### config.mk
export PLATFORM = sky130hd
export DESIGN_NAME = serial_borrow_subtractor
export DESIGN_NICKNAME = d
export VERILOG_FILES = /design/src/rtl/serial_borrow_subtractor.sv
export SDC_FILE = /design/constraint.sdc
export NUM_CORES = 1
export LEC_CHECK = 0
export CORE_ASPECT_RATIO = 2
export CORE_UTILIZATION = 25
export DETAILED_ROUTE_END_ITERATION = 8
export PLACE_DENSITY = 0.45
export SLEW_MARGIN = 20
export SYNTH_ARGS = -nofsm -noshare
export SYNTH_HDL_FRONTEND = slang
export SYNTH_SLANG_ARGS = --single-unit
### constraint.sdc
create_clock -name clk -period 1.94 [get_ports clk]
set_input_delay 0.291 -clock clk [delete_from_list [all_inputs] [get_ports clk]]
set_output_delay 0.291 -clock clk [all_outputs]
set_load 0.005 [all_outputs]
### src/rtl/serial_borrow_subtractor.sv
// serial_borrow_subtractor
// Bit-serial ripple-borrow subtractor: Diff = a - b - bin, one bit per clock,
// LSB first, through a single full-subtractor cell and a borrow flip-flop.
// A start/done handshake lets a controller issue operations and collect results.
//
//   state   | meaning
//   --------+-------------------------------------------------------------
//   IDLE    | waiting for start; Diff/B_Out hold the last result
//   RUN     | one operand bit per cycle through the subtractor cell
//   DONE    | one-cycle done pulse; start here begins the next operation
module serial_borrow_subtractor #(
    parameter int WIDTH = 8
) (
    input  logic             clk,
    input  logic             rst,
    input  logic             start,
    input  logic [WIDTH-1:0] a,
    input  logic [WIDTH-1:0] b,
    input  logic             bin,
    output logic [WIDTH-1:0] Diff,
    output logic             B_Out,
    output logic             busy,
    output logic             done
);

    // The counter carries one bit more than strictly needed so it cannot wrap
    // while indexing the last bit.
    localparam int              CW       = $clog2(WIDTH) + 1;
    localparam logic [CW-1:0]   LAST_BIT = CW'(WIDTH - 1);

    typedef enum logic [1:0] {
        ST_IDLE = 2'd0,
        ST_RUN  = 2'd1,
        ST_DONE = 2'd2
    } state_t;

    state_t           state;
    state_t           state_nxt;

    logic [WIDTH-1:0] a_sh;
    logic [WIDTH-1:0] b_sh;
    logic [WIDTH-1:0] res_sh;
    logic [WIDTH-1:0] res_nxt;
    logic [CW-1:0]    cnt;
    logic             br;

    logic             accept;
    logic             last_bit;
    logic             a_i;
    logic             b_i;
    logic             d_bit;
    logic             br_nxt;

    // Full-subtractor cell on the current LSB of the operand shift registers.
    always_comb begin
        a_i     = a_sh[0];
        b_i     = b_sh[0];
        d_bit   = a_i ^ b_i ^ br;
        br_nxt  = (~a_i & b_i) | (~(a_i ^ b_i) & br);
        res_nxt = {d_bit, res_sh[WIDTH-1:1]};
    end

    // State register.
    always_ff @(posedge clk) begin
        if (rst) begin
            state <= ST_IDLE;
        end else begin
            state <= state_nxt;
        end
    end

    // Next-state and handshake decode; start is only honoured in IDLE or DONE.
    always_comb begin
        state_nxt = state;
        accept    = 1'b0;
        last_bit  = 1'b0;
        busy      = 1'b0;
        done      = 1'b0;
        case (state)
            ST_IDLE: begin
                if (start) begin
                    accept    = 1'b1;
                    state_nxt = ST_RUN;
                end
            end
            ST_RUN: begin
                busy = 1'b1;
                if (cnt == LAST_BIT) begin
                    last_bit  = 1'b1;
                    state_nxt = ST_DONE;
                end
            end
            ST_DONE: begin
                done = 1'b1;
                if (start) begin
                    accept    = 1'b1;
                    state_nxt = ST_RUN;
                end else begin
                    state_nxt = ST_IDLE;
                end
            end
            default: begin
                state_nxt = ST_IDLE;
            end
        endcase
    end

    // Operand capture on acceptance, then shift one bit per RUN cycle.
    always_ff @(posedge clk) begin
        if (rst) begin
            a_sh   <= '0;
            b_sh   <= '0;
            res_sh <= '0;
            br     <= 1'b0;
            cnt    <= '0;
        end else if (accept) begin
            a_sh   <= a;
            b_sh   <= b;
            res_sh <= '0;
            br     <= bin;
            cnt    <= '0;
        end else if (state == ST_RUN) begin
            a_sh   <= a_sh >> 1;
            b_sh   <= b_sh >> 1;
            res_sh <= res_nxt;
            br     <= br_nxt;
            cnt    <= cnt + CW'(1);
        end
    end

    // Result registers load only on the last RUN edge and otherwise hold.
    always_ff @(posedge clk) begin
        if (rst) begin
            Diff  <= '0;
            B_Out <= 1'b0;
        end else if (last_bit) begin
            Diff  <= res_nxt;
            B_Out <= br_nxt;
        end
    end

endmodule

==> results of run 1 <==
==> area by class of cell <==
class                           instances  area, sq um
Multi-Input combinational cell        124          667
Clock buffer                            8          156
Tap cell                               63         78.8
Inverter                                4         15.0
Sequential cell                        39          781
Timing Repair Buffer                   35          338
Fill cell                             643         3920
==> cells in the mapped netlist, drive strengths merged (2+ instances only) <==
cell type  instances  share of area
nand3b             2         0.0098
a21oi             22          0.072
clkbuf             3         0.0073
a31oi              5          0.020
nor2               3         0.0073
nand3             12          0.039
nor3              18          0.059
o22ai              8          0.033
dfxtp             39           0.51
o21ai             13          0.042
nand2             26          0.064
buf               11          0.040
inv                4         0.0098
nand2b             2         0.0081
and2b              2         0.0098
==> per-layer routing <==
layer	vias up	routed length, um	part of all wire
met4	0	82	0.021
li1	694	-	-
met3	6	95	0.025
met5	-	0	0
met1	667	1490	0.39
met2	23	2150	0.56
==> worst paths after layout <==
kind / startpoint / end / slack [ns]
max: state[0]$_SDFFE_PP0P_ / busy / 0.31
min: res_sh[5]$_SDFFE_PP0P_ / res_sh[4]$_SDFFE_PP0P_ / 0.47
min reg2reg: res_sh[5]$_SDFFE_PP0P_ / res_sh[4]$_SDFFE_PP0P_ / 0.47
max reg2reg: cnt[0]$_SDFFE_PP0P_ / B_Out$_SDFFE_PP0P_ / 0.52
==> metrics by stage <==
step | worst slack (ns) | hold WS [ns] | power [mW]
3_5_place_dp | 0.332 | 0.463 | 1.09
4_1_cts | 0.295 | 0.471 | 1.95
5_1_grt | 0.258 | 0.492 | 2.01
6_report | 0.308 | 0.469 | 1.92
2_1_floorplan | 0.743 | 0.363 | 1.01
3_3_place_gp | 0.371 | 0.459 | 1.09
==> state kept, by name, indices dropped and copies added (netlist names) <==
name	flops
br	1
a_sh	8
res_sh	7
state	2
b_sh	8
cnt	4
Diff	8
B_Out	1
==> logic make-up after synthesis <==
group / count (synthesis) / synth area share
adders and majority gates: 2 / 0.0212
xor gates and xnor gates: 2 / 0.0114
AOI/OAI and AO/OA: 52 / 0.189
buffers and inverters: 18 / 0.0570
and+or+nand+nor: 67 / 0.206
muxes: 1 / 0.00652
DFF: 39 / 0.509
==> cell usage in the layout, fill, tap and decap left out <==
cell | synthesis | routed
buf_4 | 0 | 5
clkbuf_1 | 3 | 1
nor2_1 | 3 | 3
nand3b_1 | 2 | 2
nand2b_1 | 2 | 2
and3b_1 | 1 | 1
and2b_1 | 2 | 2
a311oi_1 | 1 | 1
o21ai_0 | 13 | 13
dfxtp_1 | 39 | 39
a2bb2oi_1 | 1 | 1
xor2_1 | 1 | 1
o221ai_1 | 1 | 1
ha_1 | 1 | 1
a31oi_1 | 5 | 5
o22ai_1 | 8 | 8
inv_1 | 3 | 3
xnor2_1 | 1 | 1
clkbuf_8 | 0 | 2
clkbuf_16 | 0 | 5
fa_1 | 1 | 1
nand3_1 | 12 | 12
nand2_1 | 26 | 26
mux2i_1 | 1 | 1
or3_1 | 1 | 1
clkdlybuf4s50_1 | 0 | 30
a21oi_1 | 22 | 22
nor3_1 | 18 | 18
inv_2 | 1 | 1
a22oi_1 | 1 | 1
==> worst max-delay path: cells and delay by family, from the launching register on <==
kind	cells	cell delay [ns]
and+or+nand+nor	1	0.10
buffers and inverters	2	0.56
DFF	1	0.40
==> power by group through the flow <==
stage / registers (mW) / clock network [mW] / logic, mW
global route: 0.866 / 0.909 / 0.237
CTS: 0.861 / 0.871 / 0.213
floorplan: 0.872 / 0 / 0.137
global placement: 0.879 / 0 / 0.211
detailed placement: 0.879 / 0 / 0.212
finish: 0.861 / 0.849 / 0.210
==> impl_metrics.tcl, run 1 <==
set metrics [dict create \
    status "finished with violations" \
    violations "design-rule violations" \
    drc_errors 3 \
    seqPwrFrac 0.449 \
    p_leak_nw 0.702 \
    crit_fanout 5 \
    drv_cap 0 \
    final_area_sq_mm 0.00204 \
    cts_tree "built" \
    rr_worst_depth 4 \
    track_usage 0.130 \
    dr.pass1.iters 6 \
    placed_area_sq_mm 0.00188 \
    ys_ff_latch 39 \
    grt_pass1_wl_mm 6.47 \
    netlist_area_sq_mm 0.00154 \
    cts.clk_slew.worst_paths_ns 0.05 \
    placedCellCount 265 \
    power.share.clock 0.442 \
    fin_crit_ns 1.63 \
    use_met1 0.132 \
    fp-row-count 40 \
    internal_power_mw 1.48 \
    cts_sinks 39 \
    vdd_drop_max_v 0.000513 \
    initial_core_util 0.258 \
    hold_path_class "reg -> reg" \
    synth-edff-count 0 \
    clock-root-buffer "clkbuf_16" \
    finalNonFillerCells 273 \
    required_ns 1.65 \
    drive_above_1_share 0.0619 \
    switchingPower_uw 436 \
    startpoint_type "flop" \
    ctsLongestPathBuffers 2 \
    cp_cell_sequence "nand2b_1, inv_2, clkdlybuf4s50_1" \
    synth_cells 181 \
    hold_viol_final 0 \
    met2_usage 0.242 \
    grtUsageMet3 0.0240 \
    h-tree-depth 2 \
    slew-limit-headroom 0.734 \
    synth_flop_cell "dfxtp_1" \
    antenna_found_initial 0 \
    postLayoutCoreUtil 0.342 \
    cp_slowest_stage_delay_ns 0.49 \
    finalSetupTns_ns 0 \
    layout.nets 231 \
    worst_pin_slew_ns 0.397 \
    rsz0062_at_grt "no" \
    wl_per_cell_um 14.0 \
    crit_slowest_cell "clkdlybuf4s50_1" \
    drt-initial-drc-count 44 \
    yosysSeqAreaShare 0.509 \
    cts-hold-fix-buffers 0 \
    whs_path_depth 2 \
    worstPathArrival_ns 1.34 \
    place_hpwl_mm 2.56 \
    die_y_um 113 \
    die_w_um 57.4 \
    vias 1390 \
    wirelength_mm 3.82 \
    grt_max_degree 38 \
    p_per_area_mw_per_mm2 943 \
    setup_viol 0 \
    vias_per_cell 5.09 \
    ys_warn_count 0 \
    insertion_delay_ns 0.28 \
    portBuffers 30 \
    syn_avg_cell_area_sq_um 8.48 \
    path_class "reg -> out" \
    syn_nets 203 \
    slew_violations 0 \
    syn_to_final_growth_pct 32.6 \
    ios 31 \
    fmax_mhz 613 \
    async_reset_ff_frac 0 \
    cp-end-kind "output pin" \
    combPwrFrac 0.109 \
    cts_buffers 5 \
    swShare 0.227 \
    cts-resized-gates 0 \
    grt_most_used_layer "met2" \
    post_cts_buffers 0 \
    place_congestion 0.728 \
    ys_types 28 \
    diodes 0 \
    clock_skew_ns 0.00187 \
    grt_pass1_vias 1373 \
    layout_worst_path_cycle_share 0.841 \
    postRouteAntennaNets 0 \
    design.core.area_sq_mm 0.00596 \
    dieArea_sq_mm 0.00648 \
    grt_overflow 0 \
]
Note: power is estimated with default switching activity, not from simulation.
==> inputs of run 2 (changes only) <==
Settings changed: PLACE_DENSITY 0.45 to 0.46.
Clock period 1.94 ns to 1.5 ns, I/O delays scaled along.
==> run 2 against run 1 <==
Compared with the run above: critical endpoint is now Diff[2]$_SDFFE_PP0P_; combinational power up 44%; critical path type is now reg -> reg; the run still ends with design-rule violations left; largest power group is now the clock network; sequential power up 30%; via count down 0.65%; register-to-register slack worse by 0.38 ns.
==> impl_metrics.tcl, run 2 (synthesis gave the netlist of run 1 again) <==
set metrics [dict create \
    hold_path_class "reg -> reg" \
    fmax_mhz 738 \
    slew-limit-headroom 0.808 \
    p_per_area_mw_per_mm2 1270 \
    wl_per_cell_um 13.3 \
    ios 31 \
    drt-initial-drc-count 48 \
    portBuffers 30 \
    dieArea_sq_mm 0.00648 \
    drv_cap 0 \
    cts_sinks 39 \
    multi_input_area_sq_um 674 \
    design.core.area_sq_mm 0.00596 \
    vdd_drop_max_v 0.000735 \
    grtUsageMet3 0.0240 \
    layout_common_cells "dfxtp_1 (38), clkdlybuf4s50_1 (28), nand2_1 (26)" \
    critical_path_buf_inv_count 1 \
    setup_ws_ns 0.144 \
    clock_skew_ns 0.00250 \
    required_ns 1.71 \
    layout.nets 239 \
    grt_overflow 0 \
    violations "design-rule violations" \
    use_met1 0.148 \
    p_leak_nw 0.778 \
    startpoint_type "flop" \
    drc_errors 3 \
    worstPathArrival_ns 1.57 \
    cp_slowest_stage_delay_ns 0.37 \
    insertion_delay_ns 0.28 \
    cp_cell_sequence "ha_1, and3b_1, buf_4, nand3_1, a21oi_1" \
    vias 1381 \
    whs_ns 0.468 \
    wirelength_mm 3.74 \
    h-tree-depth 2 \
    cts.clk_slew.worst_paths_ns 0.06 \
    cts-hold-fix-buffers 0 \
    layout_worst_path_cycle_share 0.904 \
    seqCellArea_sq_um 785 \
    fp-row-count 40 \
    slew_violations 0 \
    dp_worst_setup_slack_ns 0.118 \
    setup_viol 0 \
    status "finished with violations" \
    antenna_found_initial 0 \
    die_w_um 57.4 \
    crit_fanout 7 \
    cp_top_family "simple AND/OR/NAND/NOR gates" \
    path_class "reg -> reg" \
    syn_to_final_growth_pct 41.6 \
    fin_crit_ns 1.36 \
    grt_most_used_layer "met2" \
    met2_usage 0.225 \
    cts_buffers 5 \
    dr.pass1.iters 6 \
    reg.largest.list "Diff (8), a_sh (8), b_sh (8)" \
    cts_tree "built" \
    diodes 0 \
    track_usage 0.130 \
    die_y_um 113 \
    rsz0062_at_grt "no" \
    vias_per_cell 4.91 \
    final_common_cell "dfxtp_1" \
    grt_pass1_wl_mm 6.44 \
    grt_pass1_vias 1345 \
    place_hpwl_mm 2.63 \
    postRouteAntennaNets 0 \
    initial_core_util 0.258 \
    grt_max_degree 38 \
    place_congestion 0.769 \
    cp-end-kind "flop" \
    clock-root-buffer "clkbuf_16" \
    crit_slowest_cell "dfxtp_1" \
    worst_pin_slew_ns 0.289 \
    postLayoutCoreUtil 0.365 \
    ctsLongestPathBuffers 2 \
    hold_viol_final 0 \
    n_fill_cell 626 \
    drive_above_1_share 0.106 \
    finalSetupTns_ns 0 \
]
run 2: cell count changes in the layout (fill, tap and decap cells not counted), sizes merged:
cell | before | now
dlygate4sd2 | 0 | 2
clkdlybuf4s50 | 30 | 28
bufinv | 0 | 2
clkbuf | 8 | 6
buf | 5 | 13
run 2: per-stage QoR:
step	instances	power, mW	cell area (sq um)
6_report	281	2.77	2170
3_3_place_gp	272	1.44	1970
3_5_place_dp	272	1.44	1970
4_1_cts	281	2.82	2170
2_1_floorplan	181	1.31	1540
5_1_grt	281	2.91	2170
run 2: report_power, final:
group | leakage, nW | total [mW] | internal, mW | switching, mW
Sequential | 0.319 | 1.12 | 1.09 | 0.0298
Combinational | 0.368 | 0.303 | 0.153 | 0.150
Clock | 0.0911 | 1.35 | 0.953 | 0.398
Total | 0.778 | 2.77 | 2.19 | 0.577
run 2: area by class of cell:
cell class,instances,share of cell area
sequential,39,0.361
multi-input combinational,124,0.310
timing repair buffer,43,0.199
clock buffer,6,0.0593
tap,63,0.0362
clock inverter,2,0.0276
inverter,4,0.00690
run 2: layer usage:
metal	share of wire	wire, um	up-vias
met5	0	0	-
met3	0.029	110	7
li1	-	-	711
met4	0.022	81	0
met2	0.55	2050	34
met1	0.40	1510	629
run 2: final timing paths:
path	from	end	slack (ns)	depth (start not counted)
max	cnt[0]$_SDFFE_PP0P_	Diff[2]$_SDFFE_PP0P_	0.14	5
min	res_sh[1]$_SDFFE_PP0P_	res_sh[1]$_SDFFE_PP0P_	0.47	2
max reg2reg	cnt[0]$_SDFFE_PP0P_	Diff[2]$_SDFFE_PP0P_	0.14	5
min reg2reg	res_sh[1]$_SDFFE_PP0P_	res_sh[1]$_SDFFE_PP0P_	0.47	2
run 2: tightest hold or removal path: cells and delay by family (launching register included):
kind               cells  cell delay (ns)
DFF                    1             0.31
and+or+nand+nor        1             0.05
AOI/OAI and AO/OA      1             0.06
run 2: what timing repair did:
action | 4_1_cts | 5_1_grt
setup buffers | 1 | 0
setup endpoints to repair | 2 | 0
resized for setup | 5 | 0
